$ cat config.mk
export PLATFORM = sky130hd
export DESIGN_NAME = time_set_loader
export DESIGN_NICKNAME = d
export VERILOG_FILES = /design/src/rtl/time_set_loader.sv
export SDC_FILE = /design/constraint.sdc
export NUM_CORES = 1
export LEC_CHECK = 0
export CAP_MARGIN = 15
export CORE_MARGIN = 2
export CORE_UTILIZATION = 49
export CTS_BUF_LIST = sky130_fd_sc_hd__clkbuf_8 sky130_fd_sc_hd__clkbuf_16
export DETAILED_ROUTE_END_ITERATION = 16
export GPL_TIMING_DRIVEN = 0
export PLACE_DENSITY_LB_ADDON = 0.2
export SLEW_MARGIN = 10
export SYNTH_ARGS = -nofsm -noshare
export SYNTH_HDL_FRONTEND = slang
export SYNTH_SLANG_ARGS = --single-unit
$ cat constraint.sdc
create_clock -name Clk -period 4.9 [get_ports Clk]
set_input_delay 1.47 -clock Clk [delete_from_list [all_inputs] [get_ports Clk]]
set_output_delay 1.47 -clock Clk [all_outputs]
set_load 0.005 [all_outputs]
$ cat src/rtl/time_set_loader.sv
// Alarm-clock time-set controller: captures HH:MM, edits each digit
// with Set/Inc buttons, then strobes LD once into the digit counters.
module time_set_loader #(
   parameter int unsigned HOUR_TENS_MAX  = 2,
   parameter int unsigned HOUR_UNITS_TOP = 3
) (
   input  logic       Clk,
   input  logic       Clr,
   input  logic       Set_Btn,
   input  logic       Inc_Btn,
   input  logic       Cancel,
   input  logic [1:0] Cur_H1,
   input  logic [3:0] Cur_H0,
   input  logic [2:0] Cur_M1,
   input  logic [3:0] Cur_M0,
   output logic       Setting,
   output logic [1:0] Edit_Sel,
   output logic       LD,
   output logic [1:0] Ld_H1,
   output logic [3:0] Ld_H0,
   output logic [2:0] Ld_M1,
   output logic [3:0] Ld_M0
);

   localparam logic [2:0] S_IDLE   = 3'd0;
   localparam logic [2:0] S_H1     = 3'd1;
   localparam logic [2:0] S_H0     = 3'd2;
   localparam logic [2:0] S_M1     = 3'd3;
   localparam logic [2:0] S_M0     = 3'd4;
   localparam logic [2:0] S_COMMIT = 3'd5;

   localparam logic [1:0] H1_MAX = 2'(HOUR_TENS_MAX);
   localparam logic [3:0] H0_TOP = 4'(HOUR_UNITS_TOP);

   logic [2:0] state_q, state_d;
   logic [1:0] h1_q, h1_d;
   logic [3:0] h0_q, h0_d;
   logic [2:0] m1_q, m1_d;
   logic [3:0] m0_q, m0_d;

   logic [1:0] h1_inc;
   logic [3:0] h0_lim;
   logic [3:0] h0_inc;
   logic [2:0] m1_inc;
   logic [3:0] m0_inc;

   // Compare against the limit before wrapping so captured illegal
   // values fall back to 0 on their first increment.
   always_comb begin
      h1_inc = (h1_q >= H1_MAX) ? 2'd0 : h1_q + 2'd1;
      h0_lim = (h1_q == H1_MAX) ? H0_TOP : 4'd9;
      h0_inc = (h0_q >= h0_lim) ? 4'd0 : h0_q + 4'd1;
      m1_inc = (m1_q >= 3'd5) ? 3'd0 : m1_q + 3'd1;
      m0_inc = (m0_q >= 4'd9) ? 4'd0 : m0_q + 4'd1;
   end

   always_comb begin
      state_d = state_q;
      h1_d    = h1_q;
      h0_d    = h0_q;
      m1_d    = m1_q;
      m0_d    = m0_q;
      unique case (state_q)
         S_IDLE: begin
            if (Set_Btn) begin
               h1_d    = Cur_H1;
               h0_d    = Cur_H0;
               m1_d    = Cur_M1;
               m0_d    = Cur_M0;
               state_d = S_H1;
            end
         end
         S_H1: begin
            if (Cancel) begin
               state_d = S_IDLE;
            end else if (Set_Btn) begin
               state_d = S_H0;
            end else if (Inc_Btn) begin
               h1_d = h1_inc;
               // Keep the shadow hour legal when entering the top decade
               if (h1_inc == H1_MAX && h0_q > H0_TOP) begin
                  h0_d = 4'd0;
               end
            end
         end
         S_H0: begin
            if (Cancel) begin
               state_d = S_IDLE;
            end else if (Set_Btn) begin
               state_d = S_M1;
            end else if (Inc_Btn) begin
               h0_d = h0_inc;
            end
         end
         S_M1: begin
            if (Cancel) begin
               state_d = S_IDLE;
            end else if (Set_Btn) begin
               state_d = S_M0;
            end else if (Inc_Btn) begin
               m1_d = m1_inc;
            end
         end
         S_M0: begin
            if (Cancel) begin
               state_d = S_IDLE;
            end else if (Set_Btn) begin
               state_d = S_COMMIT;
            end else if (Inc_Btn) begin
               m0_d = m0_inc;
            end
         end
         S_COMMIT: state_d = S_IDLE;
         default:  state_d = S_IDLE;
      endcase
   end

   always_ff @(posedge Clk) begin
      if (Clr) begin
         state_q <= S_IDLE;
         h1_q    <= '0;
         h0_q    <= '0;
         m1_q    <= '0;
         m0_q    <= '0;
      end else begin
         state_q <= state_d;
         h1_q    <= h1_d;
         h0_q    <= h0_d;
         m1_q    <= m1_d;
         m0_q    <= m0_d;
      end
   end

   always_comb begin
      Edit_Sel = 2'd0;
      unique case (state_q)
         S_H0:    Edit_Sel = 2'd1;
         S_M1:    Edit_Sel = 2'd2;
         S_M0:    Edit_Sel = 2'd3;
         default: Edit_Sel = 2'd0;
      endcase
   end

   assign Setting = (state_q != S_IDLE);
   assign LD      = (state_q == S_COMMIT);
   assign Ld_H1   = h1_q;
   assign Ld_H0   = h0_q;
   assign Ld_M1   = m1_q;
   assign Ld_M0   = m0_q;

endmodule

==> impl_metrics.ini, run 1 <==
[drt]
wl_um = 2751
dr.pass1.iters = 4
drt_iter0_markers = 18
vias = 1188
drc_errors = 0
antenna_left = 0
viasPerCell = 5.795
wl_per_cell_um = 13.42

[final_layout]
area_growth_pct = 37.54
final_common_cell = clkdlybuf4s50_1
multi_input_area_sq_um = 744.5
seq_area_sq_um = 320.3
diodes = 0
drive_above_1_share_pct = 6.215
mostFrequentLayoutCells = 33 x clkdlybuf4s50_1, 17 x nor2_1, 16 x dfxtp_1, 10 x nand2_1, 8 x a21oi_1
fillers = 195
nets = 202

[placed_design]
place_ws_ns = 1.397
detailed_place_hpwl_um = 2024
port_buffers = 33
gp_congestion = 0.7741

[clock_tree]
htree_num_levels = 1
clk_pin_slew_worst_paths_ns = 0.07
cts_tree = built
post_cts_resized = 0
insertion_delay_ns = 0.25
holdBufCountCts = 0
post-cts-setup-buffers = 0
cts_root_buf = clkbuf_8
cts_sinks = 16
cts_made_buffers = 3
cts_buffer_depth = 2

[global_route]
busiest_layer = met2
globalRouteOverflowTotal = 0
grt_pass1_wl_um = 4609
met1_usage_pct = 27.24
grt_pass1_vias = 1095
grt_max_degree = 11
grt_antenna_before_repair = 0
gr-usage-met3_pct = 4.023
grt.met2_usage_pct = 40.38
groute.usage.overall_pct = 22.20

[floorplan]
dieArea_sq_mm = 0.002684
num_rows = 17
die_w_um = 51.81
placeableCoreArea_sq_mm = 0.002191
start_util_pct = 51.11
die_y_um = 51.81
io_pins = 35

[synth]
synth_area_leaders = dfxtp_1 29%, ha_1 6.7%, nor2_1 5.7%
synth_async_sr_flop_share_pct = 0
ys.warnings.count = 0
yosysSeqAreaShare_pct = 28.60
yosys.area.top_type = dfxtp_1
synth_top_area_share_pct = 28.60
synth_edf_count = 0
synth_top_flop_cell = dfxtp_1
syn_nets = 164
synthCells = 140
synth-seq-cells = 16
netlist_area_sq_mm = 0.001120
avgSynthCellArea_sq_um = 7.999
synthDistinctLibCells = 45

[power_and_ir_drop]
power_frac_seq_pct = 42.4
p_per_area_mw_per_mm2 = 235.4
p_sw_mw = 0.1003
leakage_nw = 0.5936
ir_drop_mv = 0.1726
power.share.combinational_pct = 24.5
p_clk_share_pct = 33.1
internal-power_mw = 0.2622
swShare_pct = 27.67
total_power_mw = 0.3625

[hold_path]
hold_class = flip-flop to flip-flop

[timing]
final_hold_viol_count = 0
worst_clock_skew_ns = 0.0005057
setup_ws_ns = 1.506
max-slew-margin-rel_pct = 56.26
setup_violations = 0
slew_viol_final = 0
clock.fmax_ghz = 0.2946
min_period_over_period_pct = 69.27
rsz0062_at_grt = false
setup_tns_ns = 0
layout_min_cycle_time_ns = 3.394
worstMarginPinSlew_ns = 0.6548

[critical_path]
path_delay_family = buffers and inverters
path_buf_inv = 2
path_cells = clkbuf_1, nor2b_1, nand2_1, nand2_1, clkdlybuf4s50_1
cpPeakStageDelay_ns = 0.48
crit_type = flip-flop to primary output
critPathSlowestCell = dfxtp_1
cp_data_required_time_ns = 3.43
cp_common_cell = nand2_1
crit_path_start_kind = flip-flop
worstPathArrival_ns = 1.92
crit_fanout = 10
endpoint_kind = primary output

[run_status]
status = completed

[job]
max_cap_viol_count = 0
==> through the flow <==
step	utilization (%)	hold slack (ns)	area (sq um)	instances
after CTS	70.30	0.5513	1540	205
after floorplan	-	0.5176	1120	140
final	70.30	0.5561	1540	205
after detailed placement	67.79	0.5360	1485	201
after global routing	70.30	0.5762	1540	205
after global placement	67.79	0.5163	1485	201
==> worst register-to-register path: stages (launching register included) <==
cell       delay (ns)
dfxtp_1          0.30
buf_2            0.16
or4b_1           0.52
o32ai_2          0.22
o21ai_2          0.18
nand4bb_1        0.24
a41oi_2          0.19
==> power groups by stage <==
stage,sequential [mW],clock (mW),combinational [mW]
after floorplan,0.155,0,0.0462
after global placement,0.156,0,0.0862
after detailed placement,0.156,0,0.0887
after CTS,0.154,0.121,0.0892
after global routing,0.156,0.124,0.0989
final,0.154,0.120,0.0888
==> path summary, 6_finish.rpt <==
| kind | start | end | slack [ns] | cells past startpoint |
|---|---|---|---|---|
| worst min-delay path | Ld_M0[3]$_SDFFE_PP0P_ | Ld_M0[3]$_SDFFE_PP0P_ | 0.56 | 2 |
| worst min register to register | Ld_M0[3]$_SDFFE_PP0P_ | Ld_M0[3]$_SDFFE_PP0P_ | 0.56 | 2 |
| worst max-delay path | state_q[2]$_SDFFE_PP0P_ | Edit_Sel[1] | 1.51 | 5 |
| worst max register to register | state_q[1]$_SDFFE_PP0P_ | Ld_H0[2]$_SDFFE_PP0P_ | 3.03 | 6 |
==> area by class of cell <==
| class | count | area share [%] |
|---|---|---|
| multi-input combinational | 110 | 48.33 |
| timing repair buffer | 33 | 21.45 |
| sequential | 16 | 20.80 |
| clock buffer | 4 | 3.574 |
| tap | 28 | 2.275 |
| buffer | 7 | 1.868 |
| inverter | 7 | 1.706 |
==> cell families (layout without fill, tap and decap cells) <==
logic type | after synthesis | in the layout | synth area share [%]
simple gates | 58 | 58 | 29.05
compound gates | 40 | 40 | 25.70
buf+inv | 14 | 51 | 4.915
xor+xnor | 3 | 3 | 2.347
flops | 16 | 16 | 28.60
mux | 2 | 2 | 1.788
fa+ha+maj | 7 | 7 | 7.598
==> state kept, by name, indices dropped and copies added (netlist names) <==
| register | flops |
|---|---|
| Ld_M0 | 4 |
| Ld_H1 | 2 |
| Ld_M1 | 3 |
| state_q | 3 |
| Ld_H0 | 4 |
==> metal layers <==
metal	routed length [um]	part of all wire, %	vias up
met5	0	0	-
met4	22	0.80	0
li1	-	-	590
met3	133	4.8	4
met2	1387	50	32
met1	1207	44	562
==> cells in the mapped netlist, types with 3 or more instances <==
library cell and instances:
a22oi_1 3, clkbuf_1 4, nor2_1 17, inv_1 6, nand2b_1 5, ha_1 6, nand2_1 10, nand3_1 5
o21ai_1 3, dfxtp_1 16, o21ai_0 4, a21oi_1 8, a211oi_1 7
Power figures use the tool's default switching activity.
==> run 2, diff against run 1 <==
Settings changed: CORE_UTILIZATION 49 to 46.
Clock period 4.9 ns to 3.4 ns, I/O delays scaled along.
==> impl_metrics.ini, run 2 (same netlist as run 1, synthesis figures left out) <==
[timing]
setup_tns_ns = 0
slew_viol_final = 0
setup_violations = 0
worstMarginPinSlew_ns = 0.6121
layout_min_cycle_time_ns = 2.983
worst_clock_skew_ns = 0.001856
clock.fmax_ghz = 0.3352
final_hold_viol_count = 0
min_period_over_period_pct = 87.75
max-slew-margin-rel_pct = 59.10
rsz0062_at_grt = false

[floorplan]
placeableCoreArea_sq_mm = 0.002255
dieArea_sq_mm = 0.002845
die_y_um = 53.34
start_util_pct = 49.67
num_rows = 17
die_w_um = 53.34
io_pins = 35

[clock_tree]
cts_sinks = 16
clk_pin_slew_worst_paths_ns = 0.07
holdBufCountCts = 0
post-cts-setup-buffers = 0
cts_buffer_depth = 2
cts_root_buf = clkbuf_8
htree_num_levels = 1
cts_made_buffers = 3
insertion_delay_ns = 0.25
post_cts_resized = 0
cts_tree = built

[drt]
drt_iter0_markers = 19
antenna_left = 0
dr_wl_met2_um = 1452
viasPerCell = 5.741
met1_length_um = 1243
top_layer_used = met4
drc_errors = 0
wl_um = 2843
wl_met3_um = 103
vias = 1177
dr.pass1.iters = 4
wl_per_cell_um = 13.87

[placed_design]
gp_congestion = 0.8116
port_buffers = 33
placed_area_sq_mm = 0.001485
detailed_place_hpwl_um = 2086

[hold_path]
hold_class = flip-flop to flip-flop

[job]
max_cap_viol_count = 0

[power_and_ir_drop]
ir_drop_mv = 0.1926
leakage_nw = 0.5936
p_per_area_mw_per_mm2 = 341.2

[global_route]
globalRouteOverflowTotal = 0
grt_max_degree = 11
grt_antenna_before_repair = 0
grt_pass1_vias = 1084
grt_pass1_wl_um = 4657
groute.usage.overall_pct = 22.30

[critical_path]
endpoint_kind = primary output
worstPathArrival_ns = 1.96
crit_fanout = 10
r2r_slack_ns = 1.55
r2r_start = Ld_M0[1]$_SDFFE_PP0P_
path_cells = buf_2, clkbuf_1, nand2_1, nand2_1, clkdlybuf4s50_1
r2r_cells = 7
path_delay_family = buffers and inverters
path_buf_inv = 3
cp_common_cell = nand2_1
critPathSlowestCell = clkdlybuf4s50_1
endpoint = Edit_Sel[1]
worst_r2r_endpoint = Ld_M0[1]$_SDFFE_PP0P_
crit_type = flip-flop to primary output
crit_path_start = state_q[1]$_SDFFE_PP0P_
crit_path_start_kind = flip-flop
cpPeakStageDelay_ns = 0.50
cp_data_required_time_ns = 2.38
crit_cells = 5

[final_layout]
final_common_cell = clkdlybuf4s50_1
area_growth_pct = 37.54
nets = 202
drive_above_1_share_pct = 6.215
diodes = 0
design_area_sq_mm = 0.001540
mostFrequentLayoutCells = 33 x clkdlybuf4s50_1, 17 x nor2_1, 16 x dfxtp_1, 10 x nand2_1, 8 x a21oi_1

[run_status]
status = completed
==> run 2: power by group <==
part           internal [mW]  leakage (nW)  total, mW  switching (mW)
Sequential             0.202         0.132      0.222          0.0205
Clock                  0.103        0.0288      0.174          0.0711
Combinational         0.0739         0.433      0.129          0.0556
Total                  0.378         0.594      0.526           0.147
==> run 2: worst reg2reg max path, cell delays in order (launching register included) <==
cell      delay, ns
dfxtp_1        0.43
inv_1          0.10
ha_1           0.18
or3b_2         0.43
a21o_1         0.23
clkinv_1       0.07
a22oi_1        0.06
a211oi_1       0.26
==> run 2: through the flow <==
stage               instances  power (mW)  hold slack (ns)  util (%)  worst slack (ns)
floorplan                 140      0.2896           0.5176         -             1.268
global placement          201      0.3494           0.5165     65.87            0.4156
detailed placement        201      0.3546           0.5397     65.87            0.3601
CTS                       205      0.5272           0.5472     68.31            0.4130
global route              205      0.5528           0.5725     68.31            0.2928
finish                    205      0.5255           0.5404     68.31            0.4166
==> run 2: worst min path at each step <==
stage | slack, ns | endpoint | cells after the start | startpoint
after floorplan | 0.52 | Ld_M0[3]$_SDFFE_PP0P_ | 2 | Ld_M0[3]$_SDFFE_PP0P_
after global placement | 0.52 | Ld_M0[3]$_SDFFE_PP0P_ | 2 | Ld_M0[3]$_SDFFE_PP0P_
after detailed placement | 0.54 | Ld_M0[3]$_SDFFE_PP0P_ | 2 | Ld_M0[3]$_SDFFE_PP0P_
after CTS | 0.55 | Ld_M0[3]$_SDFFE_PP0P_ | 2 | Ld_M0[3]$_SDFFE_PP0P_
after global routing | 0.57 | Ld_M0[3]$_SDFFE_PP0P_ | 2 | Ld_M0[3]$_SDFFE_PP0P_
final | 0.54 | Ld_M0[3]$_SDFFE_PP0P_ | 2 | Ld_M0[3]$_SDFFE_PP0P_
==> run 2: final cells by class <==
| type | instances | area, sq um |
|---|---|---|
| clock buffers | 4 | 55.05 |
| well taps | 28 | 35.03 |
| inverters | 7 | 26.28 |
| multi-input cells | 110 | 744.5 |
| flip-flops and latches | 16 | 320.3 |
| plain buffers | 7 | 28.78 |
| repair buffers | 33 | 330.3 |
| fillers | 195 | 714.4 |
==> run 2: routing by layer <==
layer	vias to the layer above	GRT usage, %
li1	588	-
met1	551	26.42
met2	32	40.53
met3	6	1.695
met4	0	9.402
met5	-	0
==> run 3, diff against run 2 <==
Settings changed: GPL_TIMING_DRIVEN 0 to unset.
==> impl_metrics.ini, run 3 (same netlist as run 1, synthesis figures left out) <==
[run_status]
status = completed

[global_route]
grt_pass1_vias = 1104
grt_antenna_before_repair = 0
grt_pass1_wl_um = 4657
grt_max_degree = 17
globalRouteOverflowTotal = 0
groute.usage.overall_pct = 22.06

[power_and_ir_drop]
p_clk_share_pct = 32.6
power_frac_seq_pct = 43.0
swShare_pct = 27.11
internal-power_mw = 0.3789
ir_drop_mv = 0.2059
power.share.combinational_pct = 24.4
total_power_mw = 0.5198
p_per_area_mw_per_mm2 = 336.7
p_sw_mw = 0.1410
leakage_nw = 0.5974

[clock_tree]
cts_tree = built
post_cts_resized = 0
cts_root_buf = clkbuf_8
insertion_delay_ns = 0.25
htree_num_levels = 1
cts_buffer_depth = 2
cts_sinks = 16
cts_made_buffers = 3
clk_pin_slew_worst_paths_ns = 0.07
post-cts-setup-buffers = 0
holdBufCountCts = 0

[critical_path]
crit_path_start_kind = flip-flop
cp_data_required_time_ns = 2.38
crit_type = flip-flop to primary output
path_buf_inv = 1
path_cells = or3b_1, nand2_1, clkdlybuf4s50_1
crit_fanout = 15
critPathSlowestCell = or3b_1
worstPathArrival_ns = 1.91
path_delay_family = simple AND/OR/NAND/NOR gates
endpoint_kind = primary output
cpPeakStageDelay_ns = 0.59

[timing]
worstMarginPinSlew_ns = 0.6275
layout_min_cycle_time_ns = 2.934
rsz0062_at_grt = false
max-slew-margin-rel_pct = 58.04
slew_viol_final = 0
min_period_over_period_pct = 86.30
clock.fmax_ghz = 0.3408
setup_tns_ns = 0
worst_clock_skew_ns = 0.005393
final_hold_viol_count = 0
setup_violations = 0

[floorplan]
dieArea_sq_mm = 0.002845
die_y_um = 53.34
num_rows = 17
die_w_um = 53.34
io_pins = 35
start_util_pct = 49.67
placeableCoreArea_sq_mm = 0.002255

[drt]
antenna_left = 0
viasPerCell = 5.728
drt_iter0_markers = 5
vias = 1157
wl_um = 2724
dr.pass1.iters = 4
wl_per_cell_um = 13.49
drc_errors = 0

[final_layout]
nets = 199
mostFrequentLayoutCells = 34 x clkdlybuf4s50_1, 17 x nor2_1, 16 x dfxtp_1, 10 x nand2_1, 8 x a21oi_1
final_common_cell = clkdlybuf4s50_1
drive_above_1_share_pct = 6.897
diodes = 0
design_area_sq_mm = 0.001544
area_growth_pct = 37.88

[job]
max_cap_viol_count = 0

[placed_design]
placed_area_sq_mm = 0.001489
gp_congestion = 0.8020
port_buffers = 34
detailed_place_hpwl_um = 2017

[hold_path]
hold_class = flip-flop to flip-flop
## run 3: cell types whose count changed in the layout (fill, tap and decap cells not counted), sizes merged
cell           change
clkbuf             -4
clkdlybuf4s50      +1
## run 3: worst paths after layout
kind	start	to	slack (ns)	cells after the start
worst min register to register	Ld_H0[0]$_SDFFE_PP0P_	Ld_H0[0]$_SDFFE_PP0P_	0.56	2
worst max register to register	state_q[0]$_SDFFE_PP0P_	Ld_H0[2]$_SDFFE_PP0P_	1.36	5
worst max-delay path	state_q[0]$_SDFFE_PP0P_	Edit_Sel[1]	0.47	3
worst min-delay path	Ld_H0[0]$_SDFFE_PP0P_	Ld_H0[0]$_SDFFE_PP0P_	0.56	2
## run 3: stage by stage
step / util (%) / instances / setup slack, ns / hold WS, ns
final: 68.48 / 202 / 0.4658 / 0.5632
after global routing: 68.48 / 202 / 0.4001 / 0.5877
after CTS: 68.48 / 202 / 0.4645 / 0.5575
after detailed placement: 66.04 / 198 / 0.6034 / 0.5454
after global placement: 66.04 / 198 / 0.6719 / 0.5378
after floorplan: - / 140 / 1.268 / 0.5176
## run 3: cell type report
type / instances / area, sq um
multi-input cells: 110 / 744.5
fillers: 208 / 710.7
repair buffers: 37 / 362.8
flip-flops and latches: 16 / 320.3
clock buffers: 4 / 55.05
well taps: 28 / 35.03
inverters: 7 / 26.28
## run 3: metal layers
metal	track usage [%]	share of wire [%]	vias up
met3	3.390	4.2	5
met5	0	0	-
met2	39.09	51	27
met1	26.71	44	541
met4	7.265	0.95	0
li1	-	-	584
## run 3: tightest hold or removal path, delay by kind of cell, from the launching register on
family,cells,cell delay (ns)
AOI/OAI and AO/OA,1,0.06
buffers and inverters,1,0.09
DFF,1,0.36
## run 3: power by group through the flow
stage,Combinational [mW],Sequential (mW),Clock [mW]
global route,0.142,0.226,0.181
floorplan,0.0666,0.223,0
CTS,0.128,0.223,0.172
detailed placement,0.127,0.228,0
global placement,0.123,0.227,0
finish,0.127,0.224,0.169
